File: config.mk
export PLATFORM = sky130hd
export DESIGN_NAME = apb_master_fsm
export DESIGN_NICKNAME = d
export VERILOG_FILES = /design/src/rtl/apb_axi_pkg.sv /design/src/rtl/apb_master_fsm.sv
export SDC_FILE = /design/constraint.sdc
export NUM_CORES = 1
export LEC_CHECK = 0
export ABC_AREA = 1
export CAP_MARGIN = 20
export CORE_MARGIN = 2
export CORE_UTILIZATION = 35
export CTS_CLUSTER_DIAMETER = 50
export DETAILED_ROUTE_END_ITERATION = 10
export HOLD_SLACK_MARGIN = 0.1
export PLACE_DENSITY = 0.76
export SLEW_MARGIN = 10
export SYNTH_ARGS = -nofsm -noshare
export SYNTH_HDL_FRONTEND = slang
export SYNTH_SLANG_ARGS = --single-unit
File: constraint.sdc
create_clock -name aclk -period 1.66 [get_ports aclk]
set_input_delay 0.415 -clock aclk [delete_from_list [all_inputs] [get_ports aclk]]
set_output_delay 0.415 -clock aclk [all_outputs]
set_load 0.01 [all_outputs]
File: src/rtl/apb_axi_pkg.sv
// Shared types for the AXI4-Lite to APB bridge: response codes and APB master states.
package apb_axi_pkg;

    typedef enum logic [1:0] {
        OKAY   = 2'b00,
        EXOKAY = 2'b01,
        SLVERR = 2'b10,
        DECERR = 2'b11
    } resp_t;

    typedef enum logic [2:0] {
        IDLE,
        SETUP,
        ACCESS,
        WRESP,
        RRESP
    } apb_state_t;

endpackage

File: src/rtl/apb_master_fsm.sv
// APB back end of the AXI4-Lite bridge: runs one SETUP/ACCESS transfer per accepted
// request and returns the response; a bounded-wait timer ends hung transfers with DECERR.
module apb_master_fsm
    import apb_axi_pkg::*;
#(
    parameter int dataWidth = 32,
    parameter int addrWidth = 32,
    parameter int TIMEOUT   = 256
) (
    input  logic                   aclk,
    input  logic                   aresetn,
    input  logic                   wr_valid,
    output logic                   wr_ready,
    input  logic [addrWidth-1:0]   wr_addr,
    input  logic [2:0]             wr_prot,
    input  logic [dataWidth-1:0]   wr_data,
    input  logic [dataWidth/8-1:0] wr_strb,
    input  logic                   rd_valid,
    output logic                   rd_ready,
    input  logic [addrWidth-1:0]   rd_addr,
    input  logic [2:0]             rd_prot,
    output logic                   b_valid,
    input  logic                   b_ready,
    output logic [1:0]             b_resp,
    output logic                   r_valid,
    input  logic                   r_ready,
    output logic [dataWidth-1:0]   r_data,
    output logic [1:0]             r_resp,
    output logic [addrWidth-1:0]   paddr,
    output logic                   psel,
    output logic                   penable,
    output logic                   pwrite,
    output logic [dataWidth-1:0]   pwdata,
    output logic [dataWidth/8-1:0] pstrb,
    output logic [2:0]             pprot,
    input  logic                   pready,
    input  logic [dataWidth-1:0]   prdata,
    input  logic                   pslverr
);

    localparam int STRB_W = dataWidth / 8;
    localparam int TMR_W  = (TIMEOUT > 0) ? $clog2(TIMEOUT + 1) : 1;
    localparam logic [TMR_W-1:0] TMR_LAST = (TIMEOUT > 0) ? TMR_W'(TIMEOUT - 1) : '0;

    apb_state_t            r_state;
    apb_state_t            w_next;
    logic [TMR_W-1:0]      r_timer;
    logic [addrWidth-1:0]  r_paddr;
    logic [2:0]            r_pprot;
    logic                  r_pwrite;
    logic [dataWidth-1:0]  r_pwdata;
    logic [STRB_W-1:0]     r_pstrb;
    resp_t                 r_b_resp;
    resp_t                 r_r_resp;
    logic [dataWidth-1:0]  r_r_data;

    logic w_wr_acc;
    logic w_rd_acc;
    logic w_tmo;
    logic w_psel;
    logic w_penable;
    logic w_b_valid;
    logic w_r_valid;

    // Write wins arbitration; the read is only offered when no write is pending.
    assign w_wr_acc = (r_state == IDLE) && wr_valid;
    assign w_rd_acc = (r_state == IDLE) && !wr_valid && rd_valid;
    assign w_tmo    = (TIMEOUT != 0) && (r_timer == TMR_LAST);

    always_ff @(posedge aclk) begin
        if (!aresetn) begin
            r_state <= IDLE;
        end else begin
            r_state <= w_next;
        end
    end

    always_comb begin
        w_next    = r_state;
        w_psel    = 1'b0;
        w_penable = 1'b0;
        w_b_valid = 1'b0;
        w_r_valid = 1'b0;
        unique case (r_state)
            IDLE: begin
                if (w_wr_acc || w_rd_acc) w_next = SETUP;
            end
            SETUP: begin
                w_psel = 1'b1;
                w_next = ACCESS;
            end
            ACCESS: begin
                w_psel    = 1'b1;
                w_penable = 1'b1;
                if (pready || w_tmo) w_next = r_pwrite ? WRESP : RRESP;
            end
            WRESP: begin
                w_b_valid = 1'b1;
                if (b_ready) w_next = IDLE;
            end
            RRESP: begin
                w_r_valid = 1'b1;
                if (r_ready) w_next = IDLE;
            end
            default: w_next = IDLE;
        endcase
    end

    always_ff @(posedge aclk) begin
        if (!aresetn) begin
            r_timer  <= '0;
            r_paddr  <= '0;
            r_pprot  <= '0;
            r_pwrite <= 1'b0;
            r_pwdata <= '0;
            r_pstrb  <= '0;
            r_b_resp <= OKAY;
            r_r_resp <= OKAY;
            r_r_data <= '0;
        end else if (w_wr_acc) begin
            r_timer  <= '0;
            r_paddr  <= wr_addr;
            r_pprot  <= wr_prot;
            r_pwrite <= 1'b1;
            r_pwdata <= wr_data;
            r_pstrb  <= wr_strb;
        end else if (w_rd_acc) begin
            r_timer  <= '0;
            r_paddr  <= rd_addr;
            r_pprot  <= rd_prot;
            r_pwrite <= 1'b0;
            r_pwdata <= '0;
            r_pstrb  <= '0;
        end else if (r_state == ACCESS) begin
            // pslverr only counts on the pready cycle; the timer never preempts a real completion.
            if (pready) begin
                if (r_pwrite) begin
                    r_b_resp <= pslverr ? SLVERR : OKAY;
                end else begin
                    r_r_resp <= pslverr ? SLVERR : OKAY;
                    r_r_data <= prdata;
                end
            end else if (w_tmo) begin
                if (r_pwrite) begin
                    r_b_resp <= DECERR;
                end else begin
                    r_r_resp <= DECERR;
                    r_r_data <= '0;
                end
            end else begin
                r_timer <= r_timer + TMR_W'(1);
            end
        end
    end

    assign wr_ready = (r_state == IDLE);
    assign rd_ready = (r_state == IDLE) && !wr_valid;
    assign psel     = w_psel;
    assign penable  = w_penable;
    assign b_valid  = w_b_valid;
    assign r_valid  = w_r_valid;
    assign paddr    = r_paddr;
    assign pprot    = r_pprot;
    assign pwrite   = r_pwrite;
    assign pwdata   = r_pwdata;
    assign pstrb    = r_pstrb;
    assign b_resp   = r_b_resp;
    assign r_resp   = r_r_resp;
    assign r_data   = r_r_data;

endmodule
Word level (Yosys, flattened, before mapping)

Index checks and enable logic that the tools add are counted.

Add/sub/neg operators: 1
Equality and inequality tests: 9
Multiplexer cells: 33
Bitwise logic cells: 6
Reduce and logical (&&, ||, !) cells: 15

Operators with widths:

| operator                                      | count |
|---|---|
| 2-to-1 mux 32 bit                             | 8 |
| 2-to-1 mux 3 bit                              | 7 |
| 2-to-1 mux 2 bit                              | 9 |
| case mux 3 bit (5 select lines)               | 1 |
| AND reduction 5 bit                           | 2 |
| adder 9 x 1 -> 9 bit, second input constant   | 1 |
| == test 9 x 8 -> 1 bit, second input constant | 1 |
| 2-to-1 mux 4 bit                              | 2 |
| == test 3 x 2 -> 1 bit, second input constant | 2 |
| 2-to-1 mux 1 bit                              | 6 |
| != test 2 bit, second input constant          | 3 |
| inverter 1 bit                                | 6 |
| AND reduction 4 bit                           | 1 |
| nonzero test 2 bit                            | 2 |
| == test 3 x 1 -> 1 bit, second input constant | 1 |
| == test 3 bit, second input constant          | 1 |
| logical AND 1 bit                             | 3 |
| logical NOT 3 bit                             | 1 |
| AND reduction 3 bit                           | 1 |
| OR reduction 3 bit                            | 1 |
| logical OR 1 bit                              | 2 |
| != test 2 x 1 -> 1 bit, second input constant | 1 |
| OR reduction 2 bit                            | 1 |
| logical NOT 1 bit                             | 1 |

Register bits after elaboration: 120

Longest topological paths before layout

Gate-level depths: netlist of the first run.

Depth in word-level cells: 6
Mapped depth: 12
Gate-level depth less buffers: 12

Worst setup path before layout of the first run

OpenSTA, ideal clock, no wires.

Kind: reg-to-reg
Start: register r_timer[0]
End: register r_timer[7]
Setup time: 116 ps
Arrival: 1633 ps
Data required time: 1544 ps
Path slack: -88 ps
Cell stages (with the launch flop): 11
Period minus slack after synthesis: 1748 ps
Cell sequence: dfxtp_1 > ha_1 > nand4_1 > nor3_1 > ha_1 > nor2_2 > nand3_1 > nor2_2 > nand2_1 > o21ai_0 > nor2_1

Longest elaborated chain between the ends: 3
Elaborated cells between the ends (all ways): 4
Those cells by class: 1 x add/sub; 1 x eq/ne; 1 x bitwise; 1 x reduce/logical

RTL lines:

| element                                                                      | RTL line              | RTL |
|---|---|---|
| start, declared                                                              | apb_master_fsm.sv:47  | `logic [TMR_W-1:0] r_timer;` |
| start signal, assigned                                                       | apb_master_fsm.sv:151 | `r_timer <= r_timer + TMR_W'(1);` |
| parallel branches: the longest is 3 deep, another holds adder 9 x 1 -> 9 bit | -                     |  |

Parallel ways; which one is timed is not known.
A chain may end at the register's enable or synchronous reset.

Worst setup path in the final report of the first run

Start: register r_state[2]
End: output port psel

Longest elaborated chain between the ends: 3
Elaborated cells between the ends (all ways): 4
Those cells by class: 2 x eq/ne; 1 x mux; 1 x reduce/logical

RTL lines:

| element                                                          | RTL line             | RTL |
|---|---|---|
| start, declared                                                  | apb_master_fsm.sv:45 | `apb_state_t r_state;` |
| start signal, assigned                                           | apb_master_fsm.sv:74 | `r_state <= w_next;` |
| == test 3 x 2 -> 1 bit or == test 3 x 1 -> 1 bit (tied branches) | apb_master_fsm.sv:84 | `unique case (r_state)` |
| OR reduction 2 bit (no source line) *                            | -                    |  |
| 2-to-1 mux 1 bit *                                               | apb_master_fsm.sv:84 |  |
| end, declared                                                    | apb_master_fsm.sv:30 | `output logic psel,` |

Every way passes the cells marked *; elsewhere a longest branch is shown, timed or not.

==> results.sh, run 1 <==
export IMPL_finalHoldViolations=0
export IMPL_rsz0062_at_grt="yes"
export IMPL_finalSetupViolCount=47
export IMPL_drtAntennaViolNets=0
export IMPL_status="finished with violations"
export IMPL_arrival_ns=1.33
export IMPL_p_leak_nw=4.32
export IMPL_wirelength_um=17100
export IMPL_io_pin_count=260
export IMPL_core_um2=13300
export IMPL_ys_seq_area_share_pct=50.0
export IMPL_violations="setup timing"
export IMPL_multi_input_area_um2=2520
export IMPL_grt_usage_pct=21.8
export IMPL_maxCapViolations=0
export IMPL_pre_cts_ws_ns=-0.293
export IMPL_hpwl_um=11000
export IMPL_post_route_util_pct=68.4
export IMPL_num_antenna_cells=0
export IMPL_total_power_w=0.0126
export IMPL_syn_to_final_growth_pct=89.4
export IMPL_regArea_um2=2410
export IMPL_grt_pass1_vias=5221
export IMPL_cts_tree="done"
export IMPL_wl_per_cell_um=15.0
export IMPL_initial_core_util_pct=36.1
export IMPL_dieHeight_um=121
export IMPL_dieArea_um2=14700
export IMPL_drt_iter0_drc=253
export IMPL_period_share_pct=105
export IMPL_num_vias=5475
export IMPL_vias_per_cell=4.80
export IMPL_fp_dieW_um=121
export IMPL_syn_area_um2=4800
export IMPL_crit_type="register to primary output"
export IMPL_syn_nets=800
export IMPL_htree_num_levels=4
export IMPL_antenna_found_initial=0
export IMPL_powerDensity_nw_per_um2=1390
export IMPL_final_cells=1140
export IMPL_synth_seq_cells=120
export IMPL_placementRows=42
export IMPL_gp_congestion=0.850
export IMPL_layout_min_cycle_time_ns=1.74
export IMPL_path_cells="nor2_4 -> buf_6 -> nand2_4 -> buf_6 -> nand2_2 -> buf_6"
export IMPL_fillers=1048
export IMPL_ctsLongestPathBuffers=2
export IMPL_hold_class="register to register"
export IMPL_path_clk_slew_ns=0.06
export IMPL_first_pass_iters=4
export IMPL_cp_end_kind="primary output"
export IMPL_rrSetupSlack_ns=-0.08
export IMPL_grt_pass1_wl_um=25300
export IMPL_worstMarginPinSlew_ns=0.576
export IMPL_critical_path_max_stage_delay_ns=0.33
export IMPL_relSlewSlack_pct=61.6
export IMPL_overflow=0
export IMPL_drive_gt1_share_pct=22.1
export IMPL_peakVddDrop_uv=820
export IMPL_avgSynthCellArea_um2=7.37
export IMPL_grt_max_degree=37
export IMPL_dp_cells=1090
export IMPL_synth_cell_type_count=23
export IMPL_start_kind="register"
export IMPL_fin_skew_ns=0.00951
export IMPL_clock_sink_count=120
export IMPL_nets=1099
export IMPL_cts_root_buf="clkbuf_16"
export IMPL_final_setup_tns_ns=-1.30
export IMPL_yosysWarnings=0
export IMPL_cts_made_buffers=17
export IMPL_cp_max_fo=3
export IMPL_port_buffers=259
export IMPL_synthCells=652
export IMPL_fin_ws_ns=-0.0849
export IMPL_fmax_ghz=0.573
export IMPL_cp_common_cell="buf_6"
export IMPL_drv_slew=0
export IMPL_cp_slowest_cell="dfxtp_2"
export IMPL_drc=0
export IMPL_worstSkewPairLatency_ns=0.41
export IMPL_worstPathRequired_ns=1.24
-- routing by layer --
layer  wire length, um  GRT usage, %  vias up
met3              1110          7.75       49
met4               591          9.63        0
met5                 0             0        -
li1                  -             -     2693
met2              8860          37.7      175
met1              6510          23.8     2558
-- registers in the layout (all words and copies together) (netlist names) --
name and flops:
r_resp 2, pstrb 4, r_state 3, b_resp 2
pwrite 1, pprot 3, paddr 32, r_data 32
pwdata 32, r_timer 9
-- final timing paths --
check             startpoint          to  cells past startpoint
setup / recovery  r_state[2]        psel                      6
hold / removal    pwdata[15]  pwdata[15]                      2
setup reg to reg  r_timer[0]  r_timer[7]                     10
hold reg to reg   pwdata[15]  pwdata[15]                      2
-- worst max-delay path: cells and delay by family (launching register included) --
kind	cells	cell delay, ns
AND/OR/NAND/NOR	3	0.24
buffers and inverters	3	0.34
flip-flops	1	0.33
-- Yosys cell counts --
| cell type | count | area share [%] |
|---|---|---|
| a21oi_1 | 40 | 4.2 |
| buf_1 | 2 | 0.16 |
| buf_2 | 21 | 2.2 |
| buf_4 | 4 | 0.63 |
| buf_6 | 1 | 0.23 |
| clkbuf_1 | 11 | 0.86 |
| dfxtp_1 | 120 | 50 |
| ha_1 | 2 | 0.52 |
| inv_1 | 49 | 3.8 |
| inv_2 | 6 | 0.47 |
| nand2_1 | 236 | 18 |
| nand2_2 | 3 | 0.39 |
| nand3_1 | 77 | 8.0 |
| nand4_1 | 1 | 0.13 |
| nor2_1 | 24 | 1.9 |
| nor2_2 | 3 | 0.39 |
| nor2_4 | 3 | 0.70 |
| nor3_1 | 5 | 0.52 |
| nor3b_1 | 1 | 0.16 |
| o211ai_1 | 34 | 5.3 |
| o21ai_0 | 7 | 0.73 |
| o21ai_1 | 1 | 0.10 |
| or2_2 | 1 | 0.13 |
-- cell usage in the layout (no fill, tap or decap), types with 2 or more instances in the layout --
master / synthesis / routed
a21oi_2: 0 / 36
dlygate4sd2_1: 0 / 108
buf_12: 0 / 11
buf_6: 1 / 11
nor3_2: 0 / 3
dfxtp_1: 120 / 113
nand2_4: 0 / 34
dfxtp_2: 0 / 6
buf_2: 21 / 3
clkinv_2: 0 / 4
inv_1: 49 / 47
clkinvlp_4: 0 / 3
o21ai_1: 1 / 3
bufinv_16: 0 / 3
buf_4: 4 / 38
inv_4: 0 / 2
nor2_1: 24 / 17
o211ai_1: 34 / 34
inv_2: 6 / 5
clkdlybuf4s50_1: 0 / 145
o21ai_0: 7 / 2
a21oi_1: 40 / 4
nand2_1: 236 / 197
nor2_2: 3 / 5
buf_16: 0 / 3
nor2_4: 3 / 8
o21ai_2: 0 / 3
clkbuf_1: 11 / 2
nor3_1: 5 / 2
nand2_2: 3 / 7
clkbuf_16: 0 / 17
nand3_1: 77 / 75
-- what timing repair did --
item,CTS,global route
gates cloned,3,0
gates resized for setup,195,111
hold buffers,0,0
buffers inserted,9,6
setup endpoints to repair,160,61
pin swaps,11,13
-- power by group --
group / total [W] / leakage [nW] / internal (W) / switching (W)
registers: 0.00397 / 0.984 / 0.00357 / 0.000400
clock network: 0.00371 / 0.286 / 0.00239 / 0.00132
logic: 0.00492 / 3.05 / 0.00237 / 0.00254
-- cell families (layout without fill, tap and decap cells) --
group,count (synthesis),in the layout,synth area share (%)
AND/OR/NAND/NOR,354,354,30.8
AO/OA/AOI/OAI,82,82,10.3
adder cells (fa/ha/maj),2,2,0.521
buffers and inverters,94,406,8.36
flip-flops,120,120,50.0
-- cell type report --
class                           count  area share (%)
Clock inverter                     12            1.65
Multi-Input combinational cell    438            27.7
Inverter                           55            2.46
Sequential cell                   120            26.5
Clock buffer                       20            4.91
Tap cell                          176            2.42
Timing Repair Buffer              319            34.3
-- metrics by stage --
| stage | hold WS (ns) | cell area [um2] |
|---|---|---|
| after floorplan | 0.432 | 4820 |
| after global placement | 0.426 | 7870 |
| after detailed placement | 0.431 | 7870 |
| after CTS | 0.441 | 8620 |
| after global routing | 0.454 | 9100 |
| final | 0.437 | 9100 |
No activity file was read; power rests on OpenSTA's default activity.
==> inputs of run 2 (changes only) <==
--- a/config.mk
+++ b/config.mk
@@ -9,6 +9,7 @@
 export CAP_MARGIN = 20
 export CORE_MARGIN = 2
 export CORE_UTILIZATION = 35
+export CTS_BUF_LIST = sky130_fd_sc_hd__clkbuf_8
 export CTS_CLUSTER_DIAMETER = 50
 export DETAILED_ROUTE_END_ITERATION = 10
 export HOLD_SLACK_MARGIN = 0.1
==> run 2 against run 1 <==
Against the previous run:
- setup slack got worse by 0.028 ns
- hold slack improved by 0.0032 ns
- non-clock buffer count fell by 3
- global-route usage fell by 0.052 points
- sequential share of layout area rose by 1.4 points
- clock-buffer cell count fell by 2
- the flow still finishes with violations (setup timing)
- sequential power barely moved
- register-to-register slack got worse by 0.03 ns
- sequential cell count did not move
- via count fell by 1.6%
- highest routed layer unchanged
- power fell by 9.5%
- critical path type unchanged
==> results.sh, run 2 (synthesized netlist as in run 1, its figures left out) <==
export IMPL_design_area_um2=8670
export IMPL_ctsHoldBuffers=0
export IMPL_cp_end_kind="primary output"
export IMPL_drtAntennaViolNets=0
export IMPL_grt_usage_pct=21.7
export IMPL_relSlewSlack_pct=67.9
export IMPL_p_leak_nw=4.19
export IMPL_port_buffers=259
export IMPL_layout_min_cycle_time_ns=1.77
export IMPL_worstSkewPairLatency_ns=0.44
export IMPL_fmax_ghz=0.564
export IMPL_dieArea_um2=14700
export IMPL_wirelength_um=16300
export IMPL_peakVddDrop_uv=784
export IMPL_worstMarginPinSlew_ns=0.481
export IMPL_num_antenna_cells=0
export IMPL_cts_tree="done"
export IMPL_htree_num_levels=4
export IMPL_cts_made_buffers=17
export IMPL_fin_ws_ns=-0.113
export IMPL_ctsLongestPathBuffers=2
export IMPL_start_kind="register"
export IMPL_finalSetupViolCount=22
export IMPL_final_common_cell="nand2_1"
export IMPL_arrival_ns=1.36
export IMPL_finalHoldViolations=0
export IMPL_path_clk_slew_ns=0.07
export IMPL_syn_to_final_growth_pct=80.6
export IMPL_rsz0062_at_grt="yes"
export IMPL_maxCapViolations=0
export IMPL_dp_cells=1090
export IMPL_crit_type="register to primary output"
export IMPL_final_cells=1137
export IMPL_fin_skew_ns=0.0118
export IMPL_cts_root_buf="clkbuf_8"
export IMPL_initial_core_util_pct=36.1
export IMPL_wl_per_cell_um=14.3
export IMPL_drive_gt1_share_pct=19.9
export IMPL_dieHeight_um=121
export IMPL_fp_dieW_um=121
export IMPL_rrSetupSlack_ns=-0.11
export IMPL_final_setup_tns_ns=-1.44
export IMPL_nets=1096
export IMPL_overflow=0
export IMPL_placed_area_um2=7870
export IMPL_first_pass_iters=4
export IMPL_drc=0
export IMPL_clock_sink_count=120
export IMPL_period_share_pct=107
export IMPL_hold_path_depth=2
export IMPL_antenna_found_initial=0
export IMPL_core_um2=13300
export IMPL_violations="setup timing"
export IMPL_reg2reg_depth=11
export IMPL_layout_common_cells="nand2_1, clkdlybuf4s50_1, dfxtp_1"
export IMPL_status="finished with violations"
export IMPL_drt_iter0_drc=217
export IMPL_worstPathRequired_ns=1.24
export IMPL_placementRows=42
export IMPL_grt_pass1_wl_um=25200
export IMPL_hold_class="register to register"
export IMPL_hpwl_um=11000
export IMPL_gp_congestion=0.850
export IMPL_vias_per_cell=4.74
export IMPL_grt_max_degree=37
export IMPL_drv_slew=0
export IMPL_grt_pass1_vias=5159
export IMPL_cp_max_fo=3
export IMPL_num_vias=5387
export IMPL_io_pin_count=260
export IMPL_powerDensity_nw_per_um2=1320
-- run 2: cell types whose count changed in the layout (fill, tap and decap cells not counted), moves of 2 or more --
cell	before	now
a21oi_1	4	23
a21oi_2	36	17
buf_4	38	31
buf_6	11	16
clkbuf_1	2	0
clkbuf_16	17	1
clkbuf_8	1	18
dfxtp_4	1	3
inv_1	47	49
inv_2	5	7
nand2_2	7	31
nand2_4	34	10
-- run 2: power breakdown --
part,internal [W],leakage (nW),switching [W]
Sequential,0.00357,0.985,0.000374
Clock,0.00151,0.207,0.00120
Combinational,0.00230,2.99,0.00245
Total,0.00738,4.19,0.00403
-- run 2: routing by layer --
layer	track usage, %	routed length [um]	up-vias
li1	-	-	2688
met3	7.52	1160	43
met5	0	0	-
met4	9.27	523	0
met1	24.3	6460	2475
met2	37.4	8110	181
-- run 2: per-stage QoR --
step                      setup WS [ns]  utilization [%]  power, W  hold slack [ns]
after floorplan                 -0.0104                -   0.00596            0.432
after global placement           -0.287             59.2   0.00850            0.426
after detailed placement         -0.293             59.2   0.00857            0.431
after CTS                        -0.136             64.2    0.0113            0.443
after global routing             -0.208             65.2    0.0121            0.457
final                            -0.113             65.2    0.0114            0.441
-- run 2: final cells by class --
| cell class | instances | area [um2] |
|---|---|---|
| Sequential cell | 120 | 2420 |
| Clock inverter | 14 | 158 |
| Fill cell | 1125 | 4620 |
| Tap cell | 176 | 220 |
| Timing Repair Buffer | 316 | 3110 |
| Clock buffer | 18 | 248 |
| Multi-Input combinational cell | 438 | 2310 |
| Inverter | 55 | 209 |
-- run 2: final timing paths --
path,start,to
min reg2reg,pwdata[15],pwdata[15]
max reg2reg,r_timer[0],r_data[12]
max,r_state[2],psel
min,pwdata[15],pwdata[15]
-- run 2: worst max-delay path: stages, from the launching register on --
cell and delay, ns:
dfxtp_4 0.36, nor2_4 0.12, buf_6 0.12, nand2_4 0.05
buf_6 0.11, nand2_2 0.06, buf_6 0.10
-- run 2: what timing repair did --
item,4_1_cts,5_1_grt
endpoints found under the setup margin,160,72
gates resized for setup,217,48
buffers inserted,12,1
gates cloned,3,2
endpoints found under the hold margin,0,0
pin swaps,13,13
